--- config.mk ---
export PLATFORM = sky130hd
export DESIGN_NAME = multi_channel_edge_detector
export DESIGN_NICKNAME = d
export VERILOG_FILES = /design/src/rtl/multi_channel_edge_detector.sv
export SDC_FILE = /design/constraint.sdc
export NUM_CORES = 1
export LEC_CHECK = 0
export CAP_MARGIN = 20
export CORE_MARGIN = 5
export CORE_UTILIZATION = 50
export CTS_CLUSTER_SIZE = 12
export DETAILED_ROUTE_END_ITERATION = 10
export PLACE_DENSITY = 0.81
export SLEW_MARGIN = 0
export SYNTH_ARGS = -nofsm -noshare
export SYNTH_HDL_FRONTEND = slang
export SYNTH_SLANG_ARGS = --single-unit
--- constraint.sdc ---
create_clock -name clk -period 7 [get_ports clk]
set_clock_uncertainty 0.05 [all_clocks]
set_input_delay 1.05 -clock clk [delete_from_list [all_inputs] [get_ports clk]]
set_output_delay 1.05 -clock clk [all_outputs]
set_load 0.02 [all_outputs]
--- src/rtl/multi_channel_edge_detector.sv ---
// Multi-channel edge detector.
// Each channel is synchronized, compared against its previous level, and
// turned into mode-qualified edge pulses. The block also keeps sticky flags
// and a saturating event counter.
// Optional feature: define EDGE_GLITCH_FILTER_EN to place a FILTER_LEN-cycle
// stability filter between the synchronized level and the edge logic.
// Without the macro, no filter logic is built and FILTER_LEN is ignored.
module multi_channel_edge_detector #(
    parameter int unsigned CH          = 4,
    parameter int unsigned SYNC_STAGES = 2,
    parameter int unsigned CNT_W       = 8,
    parameter int unsigned FILTER_LEN  = 3
) (
    input  logic                clk,
    input  logic                rst,
    input  logic [CH-1:0]       signal_in,
    input  logic [2*CH-1:0]     mode,
    input  logic [CH-1:0]       sticky_clr,
    input  logic                cnt_clr,
    output logic [CH-1:0]       edge_out,
    output logic [CH-1:0]       edge_dir,
    output logic [CH-1:0]       sticky,
    output logic [CNT_W-1:0]    evt_count,
    output logic                cnt_sat
);

`ifdef EDGE_GLITCH_FILTER_EN
    localparam bit          FILT_EN = 1'b1;
`else
    localparam bit          FILT_EN = 1'b0;
`endif
    // Warm-up covers the synchronizer, the prev-level register and, when present, the filter.
    localparam int unsigned WARM_N = SYNC_STAGES + 1 + (FILT_EN ? FILTER_LEN : 0);
    localparam int unsigned WARM_W = $clog2(WARM_N + 1);
    localparam int unsigned PC_W   = $clog2(CH + 1);
    localparam int unsigned SUM_W  = CNT_W + 1;

    logic [CH-1:0][SYNC_STAGES-1:0] sync_q;
    logic [CH-1:0]                  level;
    logic [CH-1:0]                  det_lvl;
    logic [CH-1:0]                  prev_q;
    logic [WARM_W-1:0]              warm_q;
    logic                           armed;
    logic [CH-1:0]                  hit_r;
    logic [CH-1:0]                  hit_f;
    logic [PC_W-1:0]                pop;
    logic [CNT_W-1:0]               cnt_base;
    logic [SUM_W-1:0]               cnt_sum;
    logic [CNT_W-1:0]               cnt_next;

    // Per-channel synchronizer chain; the last stage is the channel level.
    always_ff @(posedge clk or posedge rst) begin
        if (rst) begin
            sync_q <= '0;
        end else begin
            for (int i = 0; i < int'(CH); i++) begin
                sync_q[i] <= {sync_q[i][SYNC_STAGES-2:0], signal_in[i]};
            end
        end
    end

    // Pick the synchronized level out of each chain.
    always_comb begin
        level = '0;
        for (int i = 0; i < int'(CH); i++) begin
            level[i] = sync_q[i][SYNC_STAGES-1];
        end
    end

`ifdef EDGE_GLITCH_FILTER_EN
    localparam int unsigned FC_W = $clog2(FILTER_LEN + 1);

    logic [CH-1:0]            filt_q;
    logic [CH-1:0][FC_W-1:0]  fcnt_q;

    // Filtered level flips only after the raw level disagrees for FILTER_LEN cycles in a row.
    always_ff @(posedge clk or posedge rst) begin
        if (rst) begin
            filt_q <= '0;
            fcnt_q <= '0;
        end else begin
            for (int i = 0; i < int'(CH); i++) begin
                if (level[i] != filt_q[i]) begin
                    if (fcnt_q[i] == FC_W'(FILTER_LEN - 1)) begin
                        filt_q[i] <= level[i];
                        fcnt_q[i] <= '0;
                    end else begin
                        fcnt_q[i] <= fcnt_q[i] + FC_W'(1);
                    end
                end else begin
                    fcnt_q[i] <= '0;
                end
            end
        end
    end

    assign det_lvl = filt_q;
`else
    assign det_lvl = level;
`endif

    // Warm-up counter: detection stays masked until it reaches WARM_N.
    always_ff @(posedge clk or posedge rst) begin
        if (rst) begin
            warm_q <= '0;
        end else if (!armed) begin
            warm_q <= warm_q + WARM_W'(1);
        end
    end

    assign armed = (warm_q == WARM_W'(WARM_N));

    // Previous-level register tracks the detected level every cycle, including warm-up.
    always_ff @(posedge clk or posedge rst) begin
        if (rst) begin
            prev_q <= '0;
        end else begin
            prev_q <= det_lvl;
        end
    end

    // Mode-qualified rise/fall detection; mode bit 2i enables rising, 2i+1 falling.
    always_comb begin
        hit_r = '0;
        hit_f = '0;
        for (int i = 0; i < int'(CH); i++) begin
            hit_r[i] = armed & det_lvl[i] & ~prev_q[i] & mode[2*i];
            hit_f[i] = armed & ~det_lvl[i] & prev_q[i] & mode[2*i+1];
        end
    end

    // Registered edge pulse and direction; direction holds between pulses.
    always_ff @(posedge clk or posedge rst) begin
        if (rst) begin
            edge_out <= '0;
            edge_dir <= '0;
        end else begin
            edge_out <= hit_r | hit_f;
            for (int i = 0; i < int'(CH); i++) begin
                if (hit_r[i] | hit_f[i]) begin
                    edge_dir[i] <= hit_r[i];
                end
            end
        end
    end

    // Sticky flags latch visible pulses; a pulse wins over a same-cycle clear.
    always_ff @(posedge clk or posedge rst) begin
        if (rst) begin
            sticky <= '0;
        end else begin
            sticky <= (sticky & ~sticky_clr) | edge_out;
        end
    end

    // Popcount of the pulses visible this cycle, then clear-then-add with saturation.
    always_comb begin
        pop = '0;
        for (int i = 0; i < int'(CH); i++) begin
            pop = pop + PC_W'(edge_out[i]);
        end
        cnt_base = cnt_clr ? '0 : evt_count;
        cnt_sum  = {1'b0, cnt_base} + SUM_W'(pop);
        cnt_next = cnt_sum[CNT_W] ? '1 : cnt_sum[CNT_W-1:0];
    end

    // Event counter register.
    always_ff @(posedge clk or posedge rst) begin
        if (rst) begin
            evt_count <= '0;
        end else begin
            evt_count <= cnt_next;
        end
    end

    assign cnt_sat = (evt_count == '1);

endmodule

; ---- Yosys cells after proc, flatten, opt, wreduce, memory -nomap -nowiden
; Index checks and enable logic that the tools add are counted.
[totals]
ff_bits = 34
inputBits = 19
[op_classes]
addsub = 5
n_eq_ne = 2
muxes = 2
bitwise_logic = 40
[ops]
columns = cell, n
row1 = bitwise AND 1 bit, 24
row2 = 2-to-1 mux 8 bit, 2
row3 = adder 8 x 3 -> 9 bit, 1
row4 = equality test 8 bit (second input constant), 1
row5 = inverter 1 bit, 8
row6 = bitwise OR 4 bit, 2
row7 = bitwise AND 4 bit, 1
row8 = inverter 4 bit, 1
row9 = bitwise OR 1 bit, 4
row10 = adder 2 x 1 -> 3 bit, 1
row11 = adder 3 x 1 -> 3 bit, 1
row12 = adder 1 x 1 -> 2 bit, 1
row13 = adder 2 x 1 -> 2 bit (second input constant), 1
row14 = equality test 2 bit (second input constant), 1

; ---- Longest topological paths before layout
[logic_depth]
ltp_word = 5
ltp_mapped = 7

; ---- Worst setup path before layout
; OpenSTA, ideal clock, no wires.
[synth_path]
path_type = in2reg
start = input port cnt_clr
end = register evt_count[6]
arrival_time_ps = 2732
required_ps = 6816
slack_ps = 4084
stages = 7
n_path_buf = 1
path_cell_list = clkbuf_1 -> nand2b_1 -> fa_1 -> fa_1 -> and4b_1 -> and4b_1 -> nor3_1
[synth_via]
elab_chain_cells = 3
[synth_rtl]
columns = element, line
row1 = from (decl), 19  ; input logic cnt_clr,
row2 = 2-to-1 mux 8 bit, 162  ; cnt_base = cnt_clr ? '0 : evt_count;
row3 = adder 8 x 3 -> 9 bit, 163  ; cnt_sum = {1'b0, cnt_base} + SUM_W'(pop);
row4 = 2-to-1 mux 8 bit, 164  ; cnt_next = cnt_sum[CNT_W] ? '1 : cnt_sum[CNT_W-1:0];
row5 = named net cnt_next[6], 49  ; logic [CNT_W-1:0] cnt_next;
row6 = to (signal assigned), 172  ; evt_count <= cnt_next;
row7 = to (decl), 23  ; output logic [CNT_W-1:0] evt_count,
; The timed path passes the listed nets, and every way through them passes these cells.
; A chain may end at the register's enable or synchronous reset.

; ---- Worst setup path in the final report
; Ends and elaborated chain as after synthesis.

==> reports/metrics.cfg <==
[die]
dieArea_um2 = 4062
dieWidth_um = 63.74
initial_core_utilization_pct = 52.36
ioPinCount = 40
die_height_um = 63.74
core_area_um2 = 2758
rows = 19

[sta]
layout_worst_path_cycle_share_pct = 45.84
rsz0062_at_grt = false
report.final.slew_viol_count = 0
maxClockFrequency_mhz = 311.6
worst_max_slew_pin_slew_ns = 0.4587
setup_viol = 0
timing.final.crit_period_ns = 3.209
report.final.hold_viol_count = 0
max_slew_headroom_pct = 69.42
tns_ns = 0

[logic_synthesis]
post_synth.cell_area_avg_um2 = 11.55
netlist.area_leader.share_pct = 58.93
synth_fp_nets = 149
netlist_top_cells_area = dfrtp_1, a21oi_1, fa_1, nor2b_1, inv_1
syn-cell-area_um2 = 1444
yosys_warnings = 0
total_of_flip_flops_plus_latches_after_synthesis = 34
ys.flop_type = dfrtp_1
cell_taking_the_most_area_after_synthesis = dfrtp_1
synthArstFlopShare_pct = 100.0
yosysUniqueCellTypes = 28
ys_seq_area_share_pct = 58.93
number_of_enable_type_register_cells_in_the_synthesized_netlist = 0
synthesis.instances = 125

[drt]
drt_pre_antenna_iters = 4
detail_routed_net_length_per_standard_cell_um = 15.03
wirelength_um = 3022
first_iter_violations = 36
route.antenna.remaining_nets = 0
vias = 1100
vias_per_cell = 5.473
detail_route.drc_violations = 0

[outcome]
status = completed

[finish]
layout-drive-gt1-share_pct = 7.059
instances_no_fill = 201
finalNetCount = 193
design_area_um2 = 1929
area_delta_synth_final_pct = 33.62
diodes_inserted = 0

[min_path]
worstHoldPathCells = 0
holdPathEnd = det_lvl[2]$_DFF_PP0_
hold_crit_path_type = flop to flop
worstHoldStart = sync_q[4]$_DFF_PP0_

[placement]
post-place-cells = 193
dp_hpwl_um = 2228
placement.io_buffers = 39
dpl-instance-area_um2 = 1866
routabilityCongestion = 0.7457

[cts]
cts_max_level = 2
cts.repair.resized = 0
cts-buffers-inserted = 5
clock_latency_of_the_later_clocked_register_in_the_worst_skew_pair_ns = 0.34
postCtsSetupBuffers = 0
root_buffer_master = clkbuf_4
number_of_clock_sinks = 34
cts_buffer_depth = 2
clk_transition_reported_paths_ns = 0.10
tritoncts = built
postCtsHoldBufs = 0

[global_routing]
grt.total_usage_pct = 16.90
grt_overflow = 0
antenna_found_initial = 0
grt_pass1_vias = 1160
grt_pass1_wl_um = 5285
grt_max_degree = 35

[critical_path]
cp_data_arrival_time_ns = 3.38
worst-path-stages = 7
crit_slowest_cell = clkdlybuf4s50_1
rr_worst_depth = 7
criticalPathCategory = primary input to flop
critical_path_required_ns = 7.17
crit_path_max_incr_delay_ns = 0.60
critPathMaxFanout = 11
worst_path_dominant_cell_family = adder cells
cp_buf_inv_count = 1
reg2reg_from = edge_out[0]$_DFF_PP0_
rr_endpoint = evt_count[6]$_DFF_PP0_
critPathLaunchType = primary input
end_kind = flop
reg2reg_slack_ns = 4.31
crit_chain = clkdlybuf4s50_1, nand2b_1, fa_1, fa_1, and4b_1, and4b_1, nor3_1

[power]
power_per_cell_area_nw_per_um2 = 230.5
max-vdd-ir-drop_mv = 0.1932
leakage_uw = 0.0008576

[flow_run]
timing.max_cap.violations = 0

-- synthesized netlist by cell type (2+ instances only) --
cell type / instances
dfrtp_1: 34
a21oi_1: 12
inv_1: 11
nor2b_1: 9
nand2_1: 6
nand3_1: 6
nand3b_1: 5
nor2_1: 5
o21ai_0: 5
a21boi_0: 4
a21o_1: 3
fa_1: 3
a211oi_1: 2
a31oi_1: 2
and3_1: 2
and4b_1: 2
clkbuf_1: 2
ha_1: 2
-- worst max-delay path by stage --
stage | startpoint | endpoint | slack, ns
after floorplan | cnt_clr | evt_count[6]$_DFF_PP0_ | 4.08
final | cnt_clr | evt_count[6]$_DFF_PP0_ | 3.79
after global placement | cnt_clr | evt_count[6]$_DFF_PP0_ | 3.58
after detailed placement | cnt_clr | evt_count[6]$_DFF_PP0_ | 3.45
after global routing | cnt_clr | evt_count[6]$_DFF_PP0_ | 3.69
after CTS | cnt_clr | evt_count[6]$_DFF_PP0_ | 3.81
-- stage by stage --
| step | hold WS [ns] | util (%) | setup slack, ns | total power, uW |
|---|---|---|---|---|
| detailed placement | 0.2847 | 67.65 | 3.451 | 334.3 |
| floorplan | 0.2812 | - | 4.084 | 282.3 |
| global route | 0.3214 | 69.96 | 3.689 | 473.6 |
| global placement | 0.2840 | 67.65 | 3.576 | 329.8 |
| CTS | 0.3082 | 69.96 | 3.814 | 450.7 |
| finish | 0.3060 | 69.96 | 3.791 | 444.8 |
-- cell type report --
cell class,count,area (um^2)
Clock buffer,6,51.30
Clock inverter,2,12.51
Fill cell,209,828.3
Inverter,11,41.29
Multi-Input combinational cell,77,536.8
Sequential cell,34,850.8
Tap cell,31,38.79
Timing Repair Buffer,40,397.9
-- layer usage --
metal / part of all wire, % / GRT usage [%] / up-vias
met5: 0 / 0 / -
met4: 3.4 / 11.69 / 0
met3: 7.3 / 4.378 / 11
met2: 51 / 27.16 / 47
met1: 39 / 19.72 / 523
li1: - / - / 519
-- cell families (layout without fill, tap and decap cells) --
family                   count (synthesis)  after routing  synth area share (%)
AO/OA/AOI/OAI                           31             31                 13.78
XOR/XNOR                                 1              1                0.6067
adder cells (fa/ha/maj)                  5              5                 5.892
buffers and inverters                   14             59                 3.900
flip-flops                              34             34                 58.93
multiplexers                             2              2                 1.819
AND/OR/NAND/NOR                         38             38                 15.08
-- placed cells by master (no fill, tap or decap), types with 2 or more instances in the layout --
cell / synthesis / final
o21ai_0: 5 / 5
a21boi_0: 4 / 4
nand3b_1: 5 / 5
clkbuf_4: 0 / 5
fa_1: 3 / 3
nand2_1: 6 / 6
and3_1: 2 / 2
a21o_1: 3 / 3
and4b_1: 2 / 2
dfrtp_1: 34 / 34
nor2b_1: 9 / 9
a21oi_1: 12 / 12
ha_1: 2 / 2
inv_1: 11 / 11
a31oi_1: 2 / 2
nand3_1: 6 / 6
a211oi_1: 2 / 2
nor2_1: 5 / 5
clkdlybuf4s50_1: 0 / 39
-- report_power, final --
part	switching, uW	total (uW)	internal [uW]	leakage, uW
clock network	67.0	115	48.2	0.0000343
registers	14.7	229	214	0.000417
logic	50.4	101	50.3	0.000407
total	132	445	313	0.000858
-- state kept, by name, indices dropped and copies added, names as in the netlist --
register	count
evt_count	8
sticky	4
warm_q	2
edge_out	4
prev_q	4
edge_dir	4
sync_q	4
det_lvl	4
No activity file was read; power rests on OpenSTA's default activity.
